## config.mk

```make
export PLATFORM = sky130hd
export DESIGN_NAME = systolic_os_array
export DESIGN_NICKNAME = d
export VERILOG_FILES = /design/src/rtl/systola_pkg.sv /design/src/rtl/systolic_mac_pe.sv /design/src/rtl/systolic_os_array.sv
export SDC_FILE = /design/constraint.sdc
export NUM_CORES = 2
export LEC_CHECK = 0
export ABC_AREA = 0
export BUFFER_PORTS_ARGS = -buffer_cell sky130_fd_sc_hd__buf_2
export CORE_MARGIN = 2
export CORE_UTILIZATION = 60
export DETAILED_ROUTE_END_ITERATION = 12
export PLACE_DENSITY_LB_ADDON = 0.08
export SYNTH_ARGS = -nofsm -noshare
export SYNTH_HDL_FRONTEND = slang
export SYNTH_SLANG_ARGS = --single-unit
```

## constraint.sdc

```tcl
create_clock -name clk -period 8.75 [get_ports clk]
set_clock_uncertainty 0.2 [all_clocks]
set_input_delay 1.3125 -clock clk [delete_from_list [all_inputs] [get_ports clk]]
set_output_delay 1.3125 -clock clk [all_outputs]
set_load 0.01 [all_outputs]
```

## src/rtl/systola_pkg.sv

```systemverilog
// systola_pkg: shared state encoding, width helper and parameter checks for the systolic array
package systola_pkg;
  typedef enum logic [1:0] {IDLE, COMPUTE, FLUSH, DRAIN} state_t;
  function automatic int idx_w(input int n);
    return (n < 2) ? 1 : $clog2(n);
  endfunction
  function automatic bit cfg_ok(input int rows, input int cols, input int dw, input int aw);
    return rows >= 1 && cols >= 1 && aw >= 2 * dw;
  endfunction
endpackage

```

## src/rtl/systolic_mac_pe.sv

```systemverilog
// systolic_mac_pe: output-stationary MAC cell forwarding a right and w down
module systolic_mac_pe #(
  parameter int DW = 8,
  parameter int AW = 32,
  parameter bit SIGNED = 0
) (
  input  logic          clk,
  input  logic          rst,
  input  logic          en,
  input  logic          clr,
  input  logic [DW-1:0] a_in,
  input  logic [DW-1:0] w_in,
  output logic [DW-1:0] a_out,
  output logic [DW-1:0] w_out,
  output logic [AW-1:0] acc
);
  logic signed [2*DW-1:0] ps;
  logic [2*DW-1:0] pu;
  logic [AW-1:0] ext;
  assign ps = $signed({{DW{a_in[DW-1]}}, a_in}) * $signed({{DW{w_in[DW-1]}}, w_in});
  assign pu = {{DW{1'b0}}, a_in} * {{DW{1'b0}}, w_in};
  assign ext = SIGNED ? AW'(ps) : AW'(pu);
  always_ff @(posedge clk)
    if (rst || clr) begin
      a_out <= '0;
      w_out <= '0;
      acc <= '0;
    end else if (en) begin
      a_out <= a_in;
      w_out <= w_in;
      acc <= acc + ext;
    end
endmodule

```

## src/rtl/systolic_os_array.sv

```systemverilog
// systolic_os_array: output-stationary ROWSxCOLS matrix-multiply array with skew, flush and row drain
module systolic_os_array
  import systola_pkg::*;
#(
  parameter int ROWS = 4,
  parameter int COLS = 4,
  parameter int DW = 8,
  parameter int AW = 32,
  parameter bit SIGNED = 0
) (
  input  logic                     clk,
  input  logic                     rst,
  input  logic                     in_valid,
  output logic                     in_ready,
  input  logic                     in_last,
  input  logic [ROWS*DW-1:0]       in_a,
  input  logic [COLS*DW-1:0]       in_w,
  output logic                     out_valid,
  input  logic                     out_ready,
  output logic [COLS*AW-1:0]       out_row,
  output logic [idx_w(ROWS)-1:0]   out_idx,
  output logic                     busy
);
  localparam int IW = idx_w(ROWS);
  localparam int FL = ROWS + COLS - 2;
  localparam int FW = idx_w(FL + 1);
  if (!cfg_ok(ROWS, COLS, DW, AW)) begin : g_bad
    $error("systolic_os_array: need ROWS,COLS >= 1 and AW >= 2*DW");
  end
  state_t st, nst;
  logic [FW-1:0] fcnt;
  logic adv, clr, last_row;
  logic [DW-1:0] a_edge [ROWS];
  logic [DW-1:0] w_edge [COLS];
  logic [DW-1:0] ah [ROWS][COLS+1];
  logic [DW-1:0] wv [ROWS+1][COLS];
  logic [AW-1:0] acc [ROWS][COLS];
  logic [ROWS-1:0] unused_a;
  logic [COLS-1:0] unused_w;
  assign busy = st != IDLE;
  assign last_row = out_idx == IW'(ROWS - 1);
  assign clr = out_valid && out_ready && last_row;
  always_comb begin
    nst = st;
    in_ready = !rst && (st == IDLE || st == COMPUTE);
    out_valid = st == DRAIN;
    adv = st == FLUSH || (in_valid && in_ready);
    unique case (st)
      IDLE, COMPUTE: if (adv) nst = !in_last ? COMPUTE : (FL == 0 ? DRAIN : FLUSH);
      FLUSH:         if (fcnt == FW'(FL - 1)) nst = DRAIN;
      DRAIN:         if (out_ready && last_row) nst = IDLE;
      default:       nst = IDLE;
    endcase
  end
  always_ff @(posedge clk)
    if (rst) begin
      st <= IDLE;
      fcnt <= '0;
      out_idx <= '0;
    end else begin
      st <= nst;
      fcnt <= st == FLUSH ? fcnt + 1'b1 : '0;
      if (out_valid && out_ready) out_idx <= last_row ? '0 : out_idx + 1'b1;
    end
  // row r of A is delayed r beats so every wavefront meets its W column in lockstep
  for (genvar r = 0; r < ROWS; r++) begin : g_sa
    logic [DW-1:0] src;
    assign src = st == FLUSH ? '0 : in_a[r*DW +: DW];
    if (r == 0) begin : g_n
      assign a_edge[r] = src;
    end else begin : g_d
      logic [DW-1:0] sk [r];
      always_ff @(posedge clk)
        if (rst) sk <= '{default: '0};
        else if (adv) begin
          sk[0] <= src;
          for (int i = 1; i < r; i++) sk[i] <= sk[i-1];
        end
      assign a_edge[r] = sk[r-1];
    end
    assign ah[r][0] = a_edge[r];
    assign unused_a[r] = ^ah[r][COLS];
  end
  for (genvar c = 0; c < COLS; c++) begin : g_sw
    logic [DW-1:0] src;
    assign src = st == FLUSH ? '0 : in_w[c*DW +: DW];
    if (c == 0) begin : g_n
      assign w_edge[c] = src;
    end else begin : g_d
      logic [DW-1:0] sk [c];
      always_ff @(posedge clk)
        if (rst) sk <= '{default: '0};
        else if (adv) begin
          sk[0] <= src;
          for (int i = 1; i < c; i++) sk[i] <= sk[i-1];
        end
      assign w_edge[c] = sk[c-1];
    end
    assign wv[0][c] = w_edge[c];
    assign unused_w[c] = ^wv[ROWS][c];
    assign out_row[c*AW +: AW] = acc[out_idx][c];
  end
  for (genvar r = 0; r < ROWS; r++) begin : g_r
    for (genvar c = 0; c < COLS; c++) begin : g_c
      systolic_mac_pe #(.DW(DW), .AW(AW), .SIGNED(SIGNED)) u_pe (
        .clk(clk), .rst(rst), .en(adv), .clr(clr),
        .a_in(ah[r][c]), .w_in(wv[r][c]),
        .a_out(ah[r][c+1]), .w_out(wv[r+1][c]),
        .acc(acc[r][c])
      );
    end
  end
endmodule

```

==> results by group <==
Outcome
  • Outcome: complete, no violations

Floorplan
  • Core Area: roughly 130000 um^2
  • # rows: 130
  • Die width: 360 um
  • # IOs: 202
  • Die area: about 130000 um^2
  • Die Ht: 360 um
  • Initial core utilization: 60.5%

Detailed routing
  • DRC violations left: 0
  • Drt first pass iters: 6
  • Iter 0 DRT Violations: 4839
  • Via density: about 5.7
  • WL final: just over 200000 um
  • Routed via count: 61300
  • DR WL/cell: 19.2 um
  • DRT antenna net count: 0

Timing
  • Relative slew slack: 21.5%
  • Hold Vio Cnt, Final: 0
  • Max Transition Viols Final: 0
  • Tightest hold margin: 255 ps
  • Final period util: 74.3%
  • Final TNS setup: 0 ps
  • Fmax: about 150 MHz
  • RSZ-0062 raised after global routing: false
  • Worst slew pin tran: 1170 ps
  • Min Tclk post-route: around 6500 ps
  • Setup violators final: 0
  • Setup ws final: 2250 ps

Layout
  • Filler cells: 11000
  • Non-filler cells, final: 10800
  • Final Cell Area: between 80000 and 90000 um^2
  • Layout cells sized above 1: around 6.4%
  • Fin util: between 60 and 70%
  • Final #Nets: 10600
  • Layout area overhead: 6.41%

CTS
  • Clk slew on worst S/H paths: about 60 ps
  • Clock buffer depth: 3
  • CTS tree: built
  • Num CTS Buffers: 96
  • Clk root buf: clkbuf_16
  • Clock sinks: 807
  • Gates resized, CTS repair: 0
  • Post-CTS Setup Bufs: 0
  • H-tree Lvls: 3
  • Hold-fix buffers, CTS: 0
  • Clock latency on the worst-skew pair: 720 ps

Pwr
  • VDD IR-drop max: about 150 uV
  • Combinational Power Share: between 10 and 15%
  • Sw Ratio: 28.7%
  • Leak pwr: 37.7 nW
  • PwrDens: 117 nW/um^2
  • Share of power burned in registers: 40.7%
  • Clock power frac: a little under half
  • Switching power: 2.71 mW
  • Tot Pwr: about 9.5 mW
  • Pint: 6.74 mW

Synthesis
  • Commonest register cell after synthesis: dfxtp_1
  • Warnings, synthesis: 0
  • Post-synth EDFFs: 0
  • Cells after synthesis: 9214
  • Synth Register Bits: 807
  • Post-synthesis area per instance: 8.27 um^2
  • Sequential share of the synthesized area: a little over a fifth
  • Synthesized net count: 10700
  • Post-synth ARST share: 0%
  • Synth cell types: 93
  • Synthesized area: between 70000 and 80000 um^2

Worst setup path
  • Crit-path cells: nand2b_2, and2_1, nand2_1, fa_1, inv_1, fa_1, inv_1, fa_1, fa_1, inv_1, ha_1, a21oi_1, o22ai_1, a2111oi_1, a21oi_1, a21oi_1, nor2b_1, xnor2_1, nor2_1
  • Setup CP Type: register to register
  • Slowest cell on crit path: nand2b_2
  • Worst setup EP type: register
  • Crit path top cell by count: fa_1
  • CP startpoint kind: register
  • RR Endpoint: g_r[0].g_c[0].u_pe.acc[26]
  • CP peak stage delay: 770 ps
  • Flop2flop setup slack: 2250 ps
  • Worst endpoint data arrival time: 6860 ps
  • Critical Path RT: 9110 ps
  • Reg2Reg Launch Point: st[0]
  • Crit-path max FO: 57
  • Worst reg2reg path depth: 19

Global route
  • First-pass GRT wire length: 336000 um
  • Gr usage total: around 32%
  • Antenna violations before repair: 9
  • Total grt overflow: 0
  • Met3 usage: 5.58%
  • Met1 usage: 45.3%
  • Gr busiest metal: met2
  • Pin count of the biggest net entering global routing: 184
  • Grt met2 use: 50.9%
  • Number of global-route vias before repair: 61100

Flow run
  • Max Cap Viol: 0

Min path
  • Hold/Removal Path Class: register to register
  • Hold Crit Start: g_sa[2].g_d.sk[15]
  • Hold path cells: 2
  • Worst Hold End: g_sa[2].g_d.sk[15]

Placement
  • Dpl cells: 10600
  • Cell Area, Placed: 77800 um^2
  • DP Worst Slack: 2140 ps
  • Gpl congestion: 0.936
  • IO buf count: 201
  • DPL Wire Length: 158000 um
synth_stat cells, types with 101 or more instances:
cell type  count  area, um^2
inv_1       1652        6200
nand2_1     1584        5950
dfxtp_1      807       16200
fa_1         800       16000
a21oi_1      727        3640
ha_1         659        8250
and2_1       538        3370
clkbuf_1     359        1350
nor2_1       323        1210
o21ai_0      231        1160
xnor2_1      166        1450
mux4_2       128        2880
nand3_1      121         606
xor2_1       102         893
a21o_1       101         758
logic make-up after synthesis:
| logic type | share of synthesized area [%] |
|---|---|
| adder cells (fa/ha/maj) | 31.8 |
| buffers and inverters | 10.6 |
| multiplexers | 3.99 |
| XOR/XNOR | 3.08 |
| AO/OA/AOI/OAI | 10.9 |
| flip-flops | 21.2 |
| AND/OR/NAND/NOR | 18.3 |
cell type report:
type | count | area (um^2) | area share [%]
inverter | 1652 | 6200 | 7.65
antenna | 2 | 5.00 | 0.00617
sequential | 807 | 16200 | 19.9
multi-input combinational | 6278 | 52000 | 64.1
timing repair buffer | 237 | 1330 | 1.64
clock inverter | 46 | 549 | 0.677
tap | 1650 | 2060 | 2.55
clock buffer | 130 | 2780 | 3.43
layer usage:
layer | vias to the layer above | routed length (um)
met5 | - | 32
met4 | 6 | 8480
met3 | 322 | 15200
met2 | 1849 | 92400
met1 | 30200 | 90800
li1 | 28900 | -
registers in the layout (all words and copies together) (netlist names):
| signal | flops |
|---|---|
| g_r.g_c.u_pe.acc | 512 |
| g_r.g_c.u_pe.a_out | 96 |
| g_r.g_c.u_pe.w_out | 96 |
| g_sw.g_d.sk | 48 |
| g_sa.g_d.sk | 32 |
| a_edge | 16 |
| fcnt | 3 |
| out_idx | 2 |
| st | 2 |
critical path, delay by kind of cell, from the launching register on:
family,cells,cell delay (ps)
DFF,1,420
adders and majority gates,5,2280
buffers and inverters,3,140
xor gates and xnor gates,1,160
AOI/OAI and AO/OA,5,1690
and+or+nand+nor,5,1390
cell usage in the layout (no fill, tap or decap), types with 12 or more instances in the layout:
cell type | netlist | routed
clkbuf_1 | 359 | 12
dfxtp_1 | 807 | 805
fa_1 | 800 | 800
nor2_1 | 323 | 320
o21ai_0 | 231 | 231
ha_1 | 659 | 659
inv_1 | 1652 | 1652
o211ai_1 | 24 | 24
clkbuf_8 | 0 | 19
and3_1 | 95 | 95
xnor2_1 | 166 | 166
a211oi_1 | 68 | 68
xor2_1 | 102 | 102
and2_1 | 538 | 538
nand2_1 | 1584 | 1583
a21oi_1 | 727 | 727
o21a_1 | 43 | 43
buf_2 | 78 | 201
buf_4 | 1 | 32
clkinv_2 | 0 | 15
a31oi_1 | 33 | 32
nand4_1 | 39 | 39
nor2b_1 | 36 | 36
nand3_1 | 121 | 121
nand2b_1 | 54 | 52
mux2i_1 | 16 | 16
or3_1 | 88 | 88
clkbuf_16 | 0 | 99
o31ai_1 | 19 | 18
mux4_2 | 128 | 128
nor3_1 | 44 | 44
o21bai_1 | 21 | 21
a21o_1 | 101 | 101
a41o_1 | 13 | 13
power groups by stage:
stage	Sequential, mW	Combinational [mW]	Clock [mW]
final	3.84	1.31	4.30
after global routing	3.85	1.49	4.46
after CTS	3.84	1.31	4.33
after detailed placement	3.92	1.30	0
after global placement	3.92	1.28	0
after floorplan	3.84	1.01	0
worst max path at each step:
stage | endpoint | depth (start not counted) | from | slack [ps]
3_3_place_gp | g_r[0].g_c[0].u_pe.acc[26] | 19 | in_a[6] | 2170
6_report | g_r[0].g_c[0].u_pe.acc[26] | 19 | st[0] | 2250
4_1_cts | g_r[0].g_c[0].u_pe.acc[26] | 19 | st[0] | 2330
5_1_grt | g_r[0].g_c[0].u_pe.acc[26] | 19 | st[0] | 1690
2_1_floorplan | g_r[0].g_c[0].u_pe.acc[26] | 18 | in_w[0] | 2830
3_5_place_dp | g_r[0].g_c[0].u_pe.acc[26] | 19 | in_a[6] | 2140
(Power assumes the default switching activity.)
